$ cat config.mk
export PLATFORM = sky130hd
export DESIGN_NAME = fp32_seq_ctrl
export DESIGN_NICKNAME = d
export VERILOG_FILES = /design/src/rtl/fp32_seq_ctrl_pkg.sv /design/src/rtl/fp32_seq_ctrl_sipo.sv /design/src/rtl/fp32_seq_ctrl.sv
export SDC_FILE = /design/constraint.sdc
export NUM_CORES = 1
export LEC_CHECK = 0
export ABC_CLOCK_PERIOD_IN_PS = 3800
export CAP_MARGIN = 20
export CORE_AREA = 2 2 82 100
export CTS_BUF_LIST = sky130_fd_sc_hd__clkbuf_8
export DETAILED_ROUTE_END_ITERATION = 10
export DIE_AREA = 0 0 84 102
export GPL_ROUTABILITY_DRIVEN = 0
export PLACE_DENSITY = 0.71
export SLEW_MARGIN = 20
export SYNTH_ARGS = -nofsm -noshare
export SYNTH_HDL_FRONTEND = slang
export SYNTH_SLANG_ARGS = --single-unit
export TNS_END_PERCENT = 10
$ cat constraint.sdc
create_clock -name clk -period 3.8 [get_ports clk]
set_input_delay 0.76 -clock clk [delete_from_list [all_inputs] [get_ports clk]]
set_output_delay 0.76 -clock clk [all_outputs]
set_load 0.01 [all_outputs]
$ cat src/rtl/fp32_seq_ctrl_pkg.sv
// fp32_seq_ctrl shared definitions.
// Default sizes and the sequencer state encoding.
package fp32_seq_ctrl_pkg;

  localparam int unsigned WIDTH_DEF   = 32;
  localparam int unsigned TIMEOUT_DEF = 63;

  typedef enum logic [2:0] {
    S_IDLE      = 3'd0,
    S_SHIFT_IN  = 3'd1,
    S_ADD       = 3'd2,
    S_LOAD      = 3'd3,
    S_SHIFT_OUT = 3'd4
  } state_e;

endpackage

$ cat src/rtl/fp32_seq_ctrl_sipo.sv
// sipo_reg: serial-in parallel-out shift register.
// MSB-first; a set enable shifts one bit in at the LSB.
module sipo_reg #(
  parameter int unsigned WIDTH = 32
) (
  input  logic             clk,
  input  logic             reset,
  input  logic             en,
  input  logic             bit_in,
  output logic [WIDTH-1:0] q
);

  logic [WIDTH-1:0] r_q;

  // Shift left on enable, hold otherwise.
  always_ff @(posedge clk) begin
    if (reset) begin
      r_q <= '0;
    end else if (en) begin
      r_q <= {r_q[WIDTH-2:0], bit_in};
    end
  end

  assign q = r_q;

endmodule

$ cat src/rtl/fp32_seq_ctrl.sv
// fp32_seq_ctrl: serial operand capture, adder
// handshake with timeout, and serial result unload.
module fp32_seq_ctrl
  import fp32_seq_ctrl_pkg::*;
#(
  parameter int unsigned WIDTH   = WIDTH_DEF,
  parameter int unsigned TIMEOUT = TIMEOUT_DEF
) (
`ifdef USE_POWER_PINS
  inout  wire              VPWR,
  inout  wire              VGND,
`endif
  input  logic             clk,
  input  logic             reset,
  input  logic             start,
  input  logic             ser_vld,
  input  logic             ser_a,
  input  logic             ser_b,
  output logic [WIDTH-1:0] op_a,
  output logic [WIDTH-1:0] op_b,
  output logic             add_go,
  input  logic             add_done,
  output logic             ldc,
  output logic             out_valid,
  output logic             out_last,
  output logic             busy,
  output logic             err
);

  localparam int CW = $clog2(WIDTH) + 1;
  localparam int TW = $clog2(TIMEOUT + 1);

  state_e          r_state;
  state_e          w_state_nx;
  logic [CW-1:0]   r_cnt;
  logic [CW-1:0]   w_cnt_nx;
  logic [TW-1:0]   r_tmo;
  logic [TW-1:0]   w_tmo_nx;
  logic            r_add_go;
  logic            w_add_go_nx;
  logic            r_ldc;
  logic            w_ldc_nx;
  logic            r_out_valid;
  logic            w_out_valid_nx;
  logic            r_out_last;
  logic            w_out_last_nx;
  logic            r_busy;
  logic            w_busy_nx;
  logic            r_err;
  logic            w_err_nx;
  logic            w_shift_en;

  assign w_shift_en = (r_state == S_SHIFT_IN) && ser_vld;

  sipo_reg #(.WIDTH(WIDTH)) u_sipo_a (
    .clk    (clk),
    .reset  (reset),
    .en     (w_shift_en),
    .bit_in (ser_a),
    .q      (op_a)
  );

  sipo_reg #(.WIDTH(WIDTH)) u_sipo_b (
    .clk    (clk),
    .reset  (reset),
    .en     (w_shift_en),
    .bit_in (ser_b),
    .q      (op_b)
  );

  // Next state plus next value of every registered output.
  // Strobes default low so each is a single-cycle pulse
  // unless a state explicitly re-asserts it.
  always_comb begin
    w_state_nx     = r_state;
    w_cnt_nx       = r_cnt;
    w_tmo_nx       = r_tmo;
    w_add_go_nx    = 1'b0;
    w_ldc_nx       = 1'b0;
    w_out_valid_nx = 1'b0;
    w_out_last_nx  = 1'b0;
    w_err_nx       = r_err;
    unique case (r_state)
      S_IDLE: begin
        if (start) begin
          w_state_nx = S_SHIFT_IN;
          w_cnt_nx   = '0;
          w_err_nx   = 1'b0;
        end
      end
      S_SHIFT_IN: begin
        if (ser_vld) begin
          w_cnt_nx = r_cnt + CW'(1);
          if (r_cnt == CW'(WIDTH - 1)) begin
            w_state_nx  = S_ADD;
            w_tmo_nx    = '0;
            w_add_go_nx = 1'b1;
          end
        end
      end
      S_ADD: begin
        // add_done is blind during the add_go cycle itself.
        if (!r_add_go && add_done) begin
          w_state_nx = S_LOAD;
          w_ldc_nx   = 1'b1;
        end else if (r_tmo == TW'(TIMEOUT - 1)) begin
          w_state_nx = S_IDLE;
          w_err_nx   = 1'b1;
        end else begin
          w_tmo_nx = r_tmo + TW'(1);
        end
      end
      S_LOAD: begin
        w_state_nx     = S_SHIFT_OUT;
        w_cnt_nx       = '0;
        w_out_valid_nx = 1'b1;
      end
      S_SHIFT_OUT: begin
        if (r_cnt == CW'(WIDTH - 1)) begin
          w_state_nx = S_IDLE;
        end else begin
          w_cnt_nx       = r_cnt + CW'(1);
          w_out_valid_nx = 1'b1;
          w_out_last_nx  = (r_cnt == CW'(WIDTH - 2));
        end
      end
      default: begin
        w_state_nx = S_IDLE;
      end
    endcase
    w_busy_nx = (w_state_nx != S_IDLE);
  end

  // State and output registers; reset wins over everything.
  always_ff @(posedge clk) begin
    if (reset) begin
      r_state     <= S_IDLE;
      r_cnt       <= '0;
      r_tmo       <= '0;
      r_add_go    <= 1'b0;
      r_ldc       <= 1'b0;
      r_out_valid <= 1'b0;
      r_out_last  <= 1'b0;
      r_busy      <= 1'b0;
      r_err       <= 1'b0;
    end else begin
      r_state     <= w_state_nx;
      r_cnt       <= w_cnt_nx;
      r_tmo       <= w_tmo_nx;
      r_add_go    <= w_add_go_nx;
      r_ldc       <= w_ldc_nx;
      r_out_valid <= w_out_valid_nx;
      r_out_last  <= w_out_last_nx;
      r_busy      <= w_busy_nx;
      r_err       <= w_err_nx;
    end
  end

  assign add_go    = r_add_go;
  assign ldc       = r_ldc;
  assign out_valid = r_out_valid;
  assign out_last  = r_out_last;
  assign busy      = r_busy;
  assign err       = r_err;

endmodule
==> key figures <==
Timing
  – Period utilization: 0.618
  – Max Slew Vio Count: 0
  – Slew HR: 0.576
  – Unrepaired setup endpoints after global routing: false
  – Slew @ Worst Pin: 0.637 ns
  – Post-layout min period: 2.35 ns
  – Achievable Freq: 426 MHz
  – Final TNS setup: 0 ns
  – # setup viols final: 0
  – WHS: 0.458 ns
  – Fin. Hold Viols: 0
  – Layout Skew: 0.00933 ns
  – Final WS setup: 1.45 ns

Floorplan
  – Row cnt: 35
  – Boundary pin count: 77
  – Starting Density: 0.438
  – Die width: 84 microns
  – Die area: 0.00857 sq mm
  – Die height: 102 microns
  – Core ar.: 0.00758 sq mm

Synth
  – Mean Syn Cell Area: 8.19 sq um
  – Synth top area cells: dfxtp_1 51%, nand2_1 16%, a21oi_1 11%, mux2i_1 3.0%, nand3_1 2.1%
  – Mapped Area: 0.00332 sq mm
  – Leading area contributor after synthesis: dfxtp_1
  – Top cell type's share of synthesized area: 0.513
  – Yosys cell types: 38
  – Yosys reg bits: 85
  – Seq/Total Area, Yosys: 0.513
  – Cells after Synth: 405
  – Synthesis Warnings: 0
  – Post-Syn Nets: 416

Drt
  – Routed len/inst: 12.8 microns
  – Vias: 2894
  – Antenna-violating nets left: 0
  – Initial DRC count: 112
  – Length of the first detailed-routing pass in iterations: 4
  – Remaining DRCs: 0
  – Final wirelength: 7.25 mm
  – Vias per cell: 5.10

Run status
  – Outcome: completed

GRT
  – Largest net degree at the start of global routing: 66
  – Met2 usage: 0.290
  – Initial antenna violation count: 0
  – Met3 GRT Util: 0.0347
  – First-pass GRT wire length: 12.0 mm
  – Global routing's busiest layer: met2
  – Total Routing Usage GR: 0.172
  – Number of global-route vias before repair: 2642
  – M1 GR Usage: 0.211
  – Grt ovf: 0

Final layout
  – Nets: 481
  – Most frequent cells in the layout: 140 x nand2_1, 85 x dfxtp_1, 75 x clkdlybuf4s50_1
  – Antenna cells: 0
  – Layout cells sized above 1: 0.0611
  – Area Growth Syn to Fin: 30.0%
  – Most common cell after layout, fill and taps aside: nand2_1

Setup path
  – CP max stage cell: clkdlybuf4s50_1
  – Delay-heaviest family, CP: buffers and inverters
  – CP Capture Type: flip-flop
  – Crit path max fanout: 65
  – WP buf/inv: 2
  – Worst EP required: 4.04 ns
  – Worst EP arrival: 2.58 ns
  – Cell Chain, Critical Path: clkdlybuf4s50_1 -> and4bb_2 -> buf_4 -> a31oi_2 -> nand2b_1 -> mux2i_1
  – Worst path max stage delay: 0.52 ns
  – Startpoint Class: primary input
  – Type of the worst setup path: primary input to flip-flop

CTS
  – Post_cts resized: 0
  – CTS buffer count: 9
  – Worst-path clk slew: 0.09 ns
  – Clk buf depth: 2
  – Setup bufs post-CTS: 0
  – CTS Sinks: 85
  – H-tree levels: 3
  – Clock Latency Late Sink: 0.35 ns
  – CTS hold repair buffers: 0
  – CTS tree: yes
  – Clock root cell: clkbuf_8

Place
  – HPWL Detailed: 4.92 mm
  – Port Buffers: 76
  – Post-place setup slack: 1.08 ns

Min path
  – Worst min path class: flip-flop to flip-flop

Pwr
  – Leakage power: 1.42 nW
  – PwrDens: 384 mW/mm^2
  – VDD IR-drop max: 0.227 mV

Job
  – Number of max-cap violations: 0
[sequential cells by signal, summed over array words and instances (netlist names)]
name and count:
u_sipo_a.q 32, u_sipo_b.q 32, r_cnt 6, r_tmo 6, r_state 3, add_go 1
busy 1, err 1, ldc 1, out_last 1, out_valid 1
[tightest hold or removal path, delay by kind of cell, from the launching register on]
kind,cells,cell delay (ns)
flip-flops,1,0.32
AND/OR/NAND/NOR,1,0.05
AO/OA/AOI/OAI,1,0.05
[synthesized netlist by cell type]
library cell    n
nand2_1       140
dfxtp_1        85
a21oi_1        73
clkbuf_1       15
nand3_1        14
mux2i_1        10
buf_2           9
inv_1           5
nand2b_1        5
o21ai_0         5
a211oi_1        4
ha_1            4
nand3b_1        4
nor2_1          4
and3_1          3
nor3b_1         2
or3_1           2
a2111o_1        1
a211oi_2        1
a21boi_0        1
a21o_1          1
a31o_2          1
a31oi_1         1
a31oi_2         1
and2_2          1
and4b_1         1
and4bb_2        1
buf_6           1
nand4_1         1
nand4b_1        1
nor3_1          1
nor4_1          1
o21a_4          1
o21ai_1         1
o31ai_4         1
or2_2           1
or3b_4          1
or4b_4          1
[routing by layer]
metal	vias to the layer above	routed length, microns
met4	0	96
met2	64	3480
met5	-	0
met3	11	280
met1	1329	3390
li1	1490	-
[worst paths after layout]
path / start / endpoint / slack (ns) / cells past startpoint
min reg2reg: u_sipo_a.q[21] / u_sipo_a.q[22] / 0.46 / 2
min: u_sipo_a.q[21] / u_sipo_a.q[22] / 0.46 / 2
max: ser_vld / r_tmo[5] / 1.45 / 6
max reg2reg: r_state[0] / r_tmo[5] / 1.81 / 5
[power by group]
part           total (mW)  internal (mW)  switching [mW]  leakage, nW
sequential          0.900          0.894         0.00565        0.685
clock               0.682          0.368           0.315        0.114
combinational      0.0730         0.0220          0.0510        0.617
[cell type report]
class                      count  area [sq um]
clock buffer                   9           124
clock inverter                 7          91.3
fill                         691          3260
inverter                       5          18.8
multi-input combinational    290          1480
sequential                    85          1700
tap                           92           115
timing repair buffer          79           778
[cell families (layout without fill, tap and decap cells)]
| group | count (synthesis) | after routing | share of synthesized area |
|---|---|---|---|
| simple gates | 184 | 184 | 0.243 |
| compound gates | 92 | 92 | 0.159 |
| flops | 85 | 85 | 0.513 |
| buf+inv | 30 | 100 | 0.0396 |
| mux | 10 | 10 | 0.0302 |
| fa+ha+maj | 4 | 4 | 0.0151 |
[metrics by stage]
stage	utilization	instance area [sq um]	std cells	power [mW]
after CTS	0.569	4310	567	1.68
after global placement	0.541	4100	551	0.992
final	0.569	4310	567	1.66
after floorplan	-	3320	405	0.974
after detailed placement	0.541	4100	551	0.994
after global routing	0.569	4310	567	1.72
Power figures use the tool's default switching activity.
